### src/rtl/mbinit_cal_responder_pkg.sv
// Sideband message codes and widths shared by the MBINIT CAL initiator and responder.
package mbinit_cal_responder_pkg;

    localparam int SB_CODE_W = 4;

    localparam logic [SB_CODE_W-1:0] MBINIT_CAL_DONE_REQ  = 4'b0001;
    localparam logic [SB_CODE_W-1:0] MBINIT_CAL_DONE_RESP = 4'b0010;

endpackage

### src/rtl/ltsm_timeout_counter.sv
// Stage timeout counter: counts while enabled, clears on demand, flags the terminal value.
// Shared by the MBINIT responders; the owner freezes it by dropping en_i.
module ltsm_timeout_counter #(
    parameter int WIDTH = 20
) (
    input  logic             clk,
    input  logic             rst_n,
    input  logic             en_i,
    input  logic             clr_i,
    input  logic [WIDTH-1:0] terminal_i,
    output logic             expire_o
);

    logic [WIDTH-1:0] count_q;
    logic [WIDTH-1:0] count_d;

    // NOTE: every variable assigned in always_comb gets a default first, so no latch is inferred.
    always_comb begin
        count_d = count_q;
        if (clr_i) begin
            count_d = '0;
        end else if (en_i && (count_q != terminal_i)) begin
            count_d = count_q + WIDTH'(1);
        end
    end

    // NOTE: sequential state uses non-blocking assignments only; reset is synchronous active-low.
    always_ff @(posedge clk) begin
        if (!rst_n) begin
            count_q <= '0;
        end else begin
            count_q <= count_d;
        end
    end

    // Asserted only in the cycle the owner would leave on expiry, hence a single-cycle pulse.
    assign expire_o = en_i && !clr_i && (count_q == terminal_i);

endmodule

### src/rtl/mbinit_cal_responder.sv
// MBINIT.CAL responder: answers the partner's CAL Done request with a Done response
// and reports completion once the response has left the sideband transmitter.
module mbinit_cal_responder
    import mbinit_cal_responder_pkg::*;
#(
    parameter int SB_MSG_WIDTH   = 4,
    parameter int TIMEOUT_CYCLES = 800000
) (
    input  logic                    CLK,
    input  logic                    rst_n,
    input  logic                    i_MBINIT_PARAM_end,
    input  logic                    i_Busy_SideBand,
    input  logic                    i_falling_edge_busy,
    input  logic [SB_MSG_WIDTH-1:0] i_RX_SbMessage,
    input  logic                    i_msg_valid,
    output logic [SB_MSG_WIDTH-1:0] o_TX_SbMessage,
    output logic                    o_ValidOutDatat_Module,
    output logic                    o_MBINIT_CAL_Responder_end,
    output logic                    o_timeout
);

    localparam int CNT_W = $clog2(TIMEOUT_CYCLES);
    localparam logic [CNT_W-1:0] CNT_TERMINAL = CNT_W'(TIMEOUT_CYCLES - 1);
    localparam logic [SB_MSG_WIDTH-1:0] REQ_CODE  = SB_MSG_WIDTH'(MBINIT_CAL_DONE_REQ);
    localparam logic [SB_MSG_WIDTH-1:0] RESP_CODE = SB_MSG_WIDTH'(MBINIT_CAL_DONE_RESP);

    typedef enum logic [2:0] {
        S_IDLE,
        S_WAIT_REQ,
        S_SEND_RESP,
        S_DONE,
        S_TIMEOUT
    } state_e;

    state_e                  state_q, state_d;
    logic                    pending_q, pending_d;
    logic                    done_q, done_d;
    logic [SB_MSG_WIDTH-1:0] tx_q, tx_d;
    logic                    valid_q, valid_d;
    logic                    end_q, end_d;
    logic                    timeout_q, timeout_d;

    logic req;
    logic cnt_en;
    logic cnt_clr;
    logic cnt_expire;

    assign req = i_msg_valid && (i_RX_SbMessage == REQ_CODE);

    // The wait budget stops counting as soon as a request is known, even if busy delays the reply.
    assign cnt_en  = (state_q == S_WAIT_REQ) && !pending_q && !req;
    assign cnt_clr = (state_q != S_WAIT_REQ);

    ltsm_timeout_counter #(
        .WIDTH (CNT_W)
    ) u_timeout_counter (
        .clk        (CLK),
        .rst_n      (rst_n),
        .en_i       (cnt_en),
        .clr_i      (cnt_clr),
        .terminal_i (CNT_TERMINAL),
        .expire_o   (cnt_expire)
    );

    always_comb begin
        state_d   = state_q;
        pending_d = pending_q;
        done_d    = done_q;

        if (!i_MBINIT_PARAM_end) begin
            state_d   = S_IDLE;
            pending_d = 1'b0;
            done_d    = 1'b0;
        end else begin
            unique case (state_q)
                S_IDLE: begin
                    state_d = S_WAIT_REQ;
                end
                S_WAIT_REQ: begin
                    if (req) begin
                        pending_d = 1'b1;
                    end
                    if ((pending_q || req) && !i_Busy_SideBand) begin
                        state_d = S_SEND_RESP;
                    end else if (cnt_expire) begin
                        state_d = S_TIMEOUT;
                    end
                end
                S_SEND_RESP: begin
                    if (i_falling_edge_busy && !i_Busy_SideBand) begin
                        state_d   = S_DONE;
                        pending_d = 1'b0;
                        done_d    = 1'b1;
                    end
                end
                S_DONE: begin
                    // Partner retransmits when it missed our response; answer again.
                    if (req) begin
                        pending_d = 1'b1;
                    end
                    if ((pending_q || req) && !i_Busy_SideBand) begin
                        state_d = S_SEND_RESP;
                    end
                end
                S_TIMEOUT: begin
                    state_d = S_TIMEOUT;
                end
                default: begin
                    state_d = S_IDLE;
                end
            endcase
        end
    end

    // Outputs are decoded from the next state so they switch on the same edge as the state.
    always_comb begin
        valid_d   = (state_d == S_SEND_RESP);
        tx_d      = valid_d ? RESP_CODE : '0;
        end_d     = (state_d == S_DONE) || ((state_d == S_SEND_RESP) && done_d);
        timeout_d = (state_d == S_TIMEOUT);
    end

    always_ff @(posedge CLK) begin
        if (!rst_n) begin
            state_q   <= S_IDLE;
            pending_q <= 1'b0;
            done_q    <= 1'b0;
            tx_q      <= '0;
            valid_q   <= 1'b0;
            end_q     <= 1'b0;
            timeout_q <= 1'b0;
        end else begin
            state_q   <= state_d;
            pending_q <= pending_d;
            done_q    <= done_d;
            tx_q      <= tx_d;
            valid_q   <= valid_d;
            end_q     <= end_d;
            timeout_q <= timeout_d;
        end
    end

    assign o_TX_SbMessage             = tx_q;
    assign o_ValidOutDatat_Module     = valid_q;
    assign o_MBINIT_CAL_Responder_end = end_q;
    assign o_timeout                  = timeout_q;

endmodule

### config.mk
export PLATFORM = sky130hd
export DESIGN_NAME = mbinit_cal_responder
export DESIGN_NICKNAME = d
export VERILOG_FILES = /design/src/rtl/mbinit_cal_responder_pkg.sv /design/src/rtl/ltsm_timeout_counter.sv /design/src/rtl/mbinit_cal_responder.sv
export SDC_FILE = /design/constraint.sdc
export NUM_CORES = 1
export LEC_CHECK = 0
export ABC_CLOCK_PERIOD_IN_PS = 2900
export CAP_MARGIN = 40
export CORE_UTILIZATION = 48
export DETAILED_ROUTE_END_ITERATION = 6
export GPL_TIMING_DRIVEN = 1
export MAX_ROUTING_LAYER = met4
export PLACE_DENSITY_LB_ADDON = 0.12
export SLEW_MARGIN = 25
export SYNTH_ARGS = -nofsm -noshare
export SYNTH_HDL_FRONTEND = slang
export SYNTH_SLANG_ARGS = --single-unit
### constraint.sdc
create_clock -name CLK -period 2.9 [get_ports CLK]
set_input_delay 0.435 -clock CLK [delete_from_list [all_inputs] [get_ports CLK]]
set_output_delay 0.435 -clock CLK [all_outputs]
set_load 0.02 [all_outputs]
==> summary.txt <==
Clock tree
  • Worst skew pair latency: 0.34 ns
  • Setup bufs post-CTS: 0
  • Hold_buf cts: 0
  • CTS Buf Count: 3
  • Clock root cell: clkbuf_4
  • Clock sinks: 28
  • Reg clk slew, reported paths: 0.15 ns
  • Post-CTS Resized: 0
  • H-tree levels: 1
  • TritonCTS clock tree: yes
  • Clock Path Buffers: 2

Final layout
  • Final instance area: 0.00158 mm^2
  • Fraction of layout instances using a drive strength above 1: roughly 6.3%
  • Area Overhead vs Synth: 10.7%
  • Post-Route Utilization: between 50 and 60%
  • Antenna cell count: 0
  • Finished Layout Cells: 205
  • Nets: approximately 190
  • Filler cells: approximately 270

Route
  • Avg WL per Cell: 14.4 um
  • DR pass1 iterations: 5
  • Final WL: 2940 um
  • DRT antenna net count: 0
  • Residual DRC: 0
  • 1st-iter DRT viols: 25
  • Via count: 1236
  • Vias per cell: between 6 and 7

Floorplan
  • Die ar.: 0.00319 mm^2
  • Die Width: 56.5 um
  • Core area: 0.00278 mm^2
  • Initial Utilization: 51.2%
  • I/O pin total: 17
  • Num rows: 19
  • Die H: 56.5 um

Critical path
  • Launching point of the worst reg2reg path: u_timeout_counter.count_q[0]
  • R2r worst-path depth: 6
  • WP data arrival: about 2.6 ns
  • RR Endpoint: u_timeout_counter.count_q[14]
  • Crit Path Class: register to register
  • CP Launch Type: register
  • CP endpoint: u_timeout_counter.count_q[14]
  • Reg2Reg Setup Slack: 0.53 ns
  • Critical path origin: u_timeout_counter.count_q[0]
  • CP Capture Type: register
  • Critical path fanouts, max: 16
  • Worst EP required: ~3.2 ns
  • Worst path slowest cell: o2111ai_2
  • CP peak stage delay: 0.67 ns
  • CP Cell Sequence: ha_1, nor4bb_1, nand4_1, o2111ai_2, o21ai_0, a21oi_1

Synthesis
  • Flops & latches, synth: 28
  • Sequential-to-total area share from yosys stat: roughly two fifths
  • Mean Syn Cell Area: 8.74 um^2
  • Mapped Area: 0.00143 mm^2
  • Ys Warns: 0
  • Ys async rst share: 0%
  • Post-synth EDFFs: 0
  • Netlist cell types: 44
  • Top_reg_cell synth: dfxtp_1
  • Cell count after synthesis: 163

Run status
  • Status: completed

Pwr
  • Worst ir drop on vdd: 0.344 mV
  • Flop pwr share: between 60% and 70%
  • Clk pwr share: 31.5%
  • P_leak: 0.000471 uW
  • Sw Pwr: 139 uW
  • P per Cell Area: 393 mW/mm^2
  • Gate power share: 6.0%
  • Internal power: 481 uW
  • Sw Share: between 20 and 25%

GRT
  • Largest net degree at the start of global routing: 21
  • Antenna violations before repair: 0
  • Vias in the first global route: 1166
  • Met2 Use GR: 32.8%
  • Gr usage total: between 20 and 25%
  • Grt total ovfl: 0
  • First-pass GRT wire length: 5040 um
  • Global routing usage on met3: 5.07%
  • Met1 Use GR: 25.8%
  • GRT busiest layer: met2

STA
  • Hold slack: 0.505 ns
  • Worst slew pin tran: 0.690 ns
  • Clock Skews: approximately 0.01 ns
  • Final setup vio count: 0
  • Min Clock Period, post-route: 2.37 ns
  • RSZ-0062 raised after global routing: false
  • Pins Over Slew Limit: 0
  • Fmax: 422 MHz
  • Max-slew headroom: 53.9%
  • Period utilization: a little over 80%
  • Hold Vio Cnt, Final: 0
  • Setup_tns: 0 ns

Worst hold path
  • Worst hold path type: register to register

Place
  • Placed cells: 201
  • Placement Cell Area: 0.00154 mm^2
  • DP HPWL: 2150 um
  • Port bufs: 13
  • GP Congestion: 0.786

Flow run
  • Maxcap violations: 0
critical path, delay by kind of cell, from the launching register on:
family	cells	cell delay, ns
AOI/OAI and AO/OA	3	1.06
and+or+nand+nor	2	0.62
DFF	1	0.40
adders and majority gates	1	0.22
area by class of cell:
cell class / instances / area [um^2] / share of cell area [%]
Multi-Input combinational cell: 126 / 801 / 50.8
Inverter: 3 / 11.3 / 0.714
Timing Repair Buffer: 13 / 130 / 8.25
Clock buffer: 4 / 36.3 / 2.30
Tap cell: 31 / 38.8 / 2.46
Sequential cell: 28 / 561 / 35.5
cells in the mapped netlist, types with 2 or more instances:
cell	n	share of area, %
nor3b_1	2	1.1
xnor2_1	2	1.2
and4_1	2	1.2
or4_1	5	2.6
nor2b_1	4	1.8
or3_1	9	4.0
buf_6	2	1.6
o211ai_1	5	2.6
a21oi_1	12	4.2
nor3_1	4	1.4
dfxtp_1	28	39
xor2_1	3	1.8
nand4_1	6	2.6
inv_1	3	0.79
nor2_1	12	3.2
and2_1	3	1.3
o21ai_0	11	3.9
buf_4	4	2.1
clkbuf_1	2	0.53
o21ai_1	2	0.70
nand2_1	16	4.2
nand3_1	4	1.4
metal layers:
metal	vias to the layer above	wire length, um
met5	-	0
met4	0	45
met3	6	96
met2	22	1350
met1	584	1460
li1	624	-
worst min path at each step:
stage | from | endpoint | slack, ns | cells after the start
after CTS | u_timeout_counter.count_q[13] | u_timeout_counter.count_q[13] | 0.50 | 2
final | u_timeout_counter.count_q[13] | u_timeout_counter.count_q[13] | 0.50 | 2
after global placement | u_timeout_counter.count_q[13] | u_timeout_counter.count_q[13] | 0.46 | 2
after global routing | u_timeout_counter.count_q[12] | u_timeout_counter.count_q[12] | 0.54 | 2
after floorplan | done_q | done_q | 0.44 | 2
after detailed placement | done_q | done_q | 0.47 | 2
cell families (layout without fill, tap and decap cells):
group	after synthesis	in the layout	synth area share, %
simple gates	75	75	30.4
compound gates	41	41	20.4
flops	28	28	39.3
buf+inv	11	20	5.00
xor+xnor	5	5	3.07
fa+ha+maj	1	1	0.878
other cells	1	3	0.263
mux	1	1	0.702
flip-flops by register name, summed over array words and instances, names as in the netlist:
signal                      cells
done_q                          1
o_MBINIT_CAL_Responder_end      1
state_q                         3
pending_q                       1
o_TX_SbMessage                  1
u_timeout_counter.count_q      20
o_timeout                       1
through the flow:
stage                     setup WS [ns]  power (uW)
after floorplan                   0.994         418
after global placement            0.498         432
after detailed placement          0.265         433
after CTS                         0.531         623
after global routing              0.316         644
final                             0.530         620
power by group through the flow:
stage | Combinational (uW) | Sequential [uW] | Clock, uW
floorplan | 22.4 | 395 | 0
global placement | 36.1 | 396 | 0
detailed placement | 37.3 | 396 | 0
CTS | 37.5 | 388 | 198
global route | 40.4 | 388 | 215
finish | 37.5 | 388 | 195
placed cells by master (no fill, tap or decap), drive strengths merged:
| master | count |
|---|---|
| o2111ai | 2 |
| nor2 | 12 |
| ha | 1 |
| or4 | 5 |
| a211oi | 1 |
| nor4 | 1 |
| or3b | 1 |
| o21ai | 14 |
| conb | 3 |
| o31a | 1 |
| or3 | 9 |
| and2b | 1 |
| nor4b | 2 |
| clkbuf | 4 |
| nand2b | 1 |
| and2 | 3 |
| a32oi | 1 |
| o211ai | 5 |
| and3b | 1 |
| nor3 | 4 |
| o21a | 1 |
| xor2 | 3 |
| mux2i | 1 |
| o31ai | 1 |
| nor2b | 4 |
| inv | 3 |
| nand2 | 16 |
| dfxtp | 28 |
| o22ai | 1 |
| clkdlybuf4s50 | 13 |
| nor4bb | 1 |
| and4 | 2 |
| a2111oi | 2 |
| nand3 | 4 |
| nor3b | 2 |
| nand4 | 6 |
| xnor2 | 2 |
| a21oi | 12 |
Power figures use the tool's default switching activity.
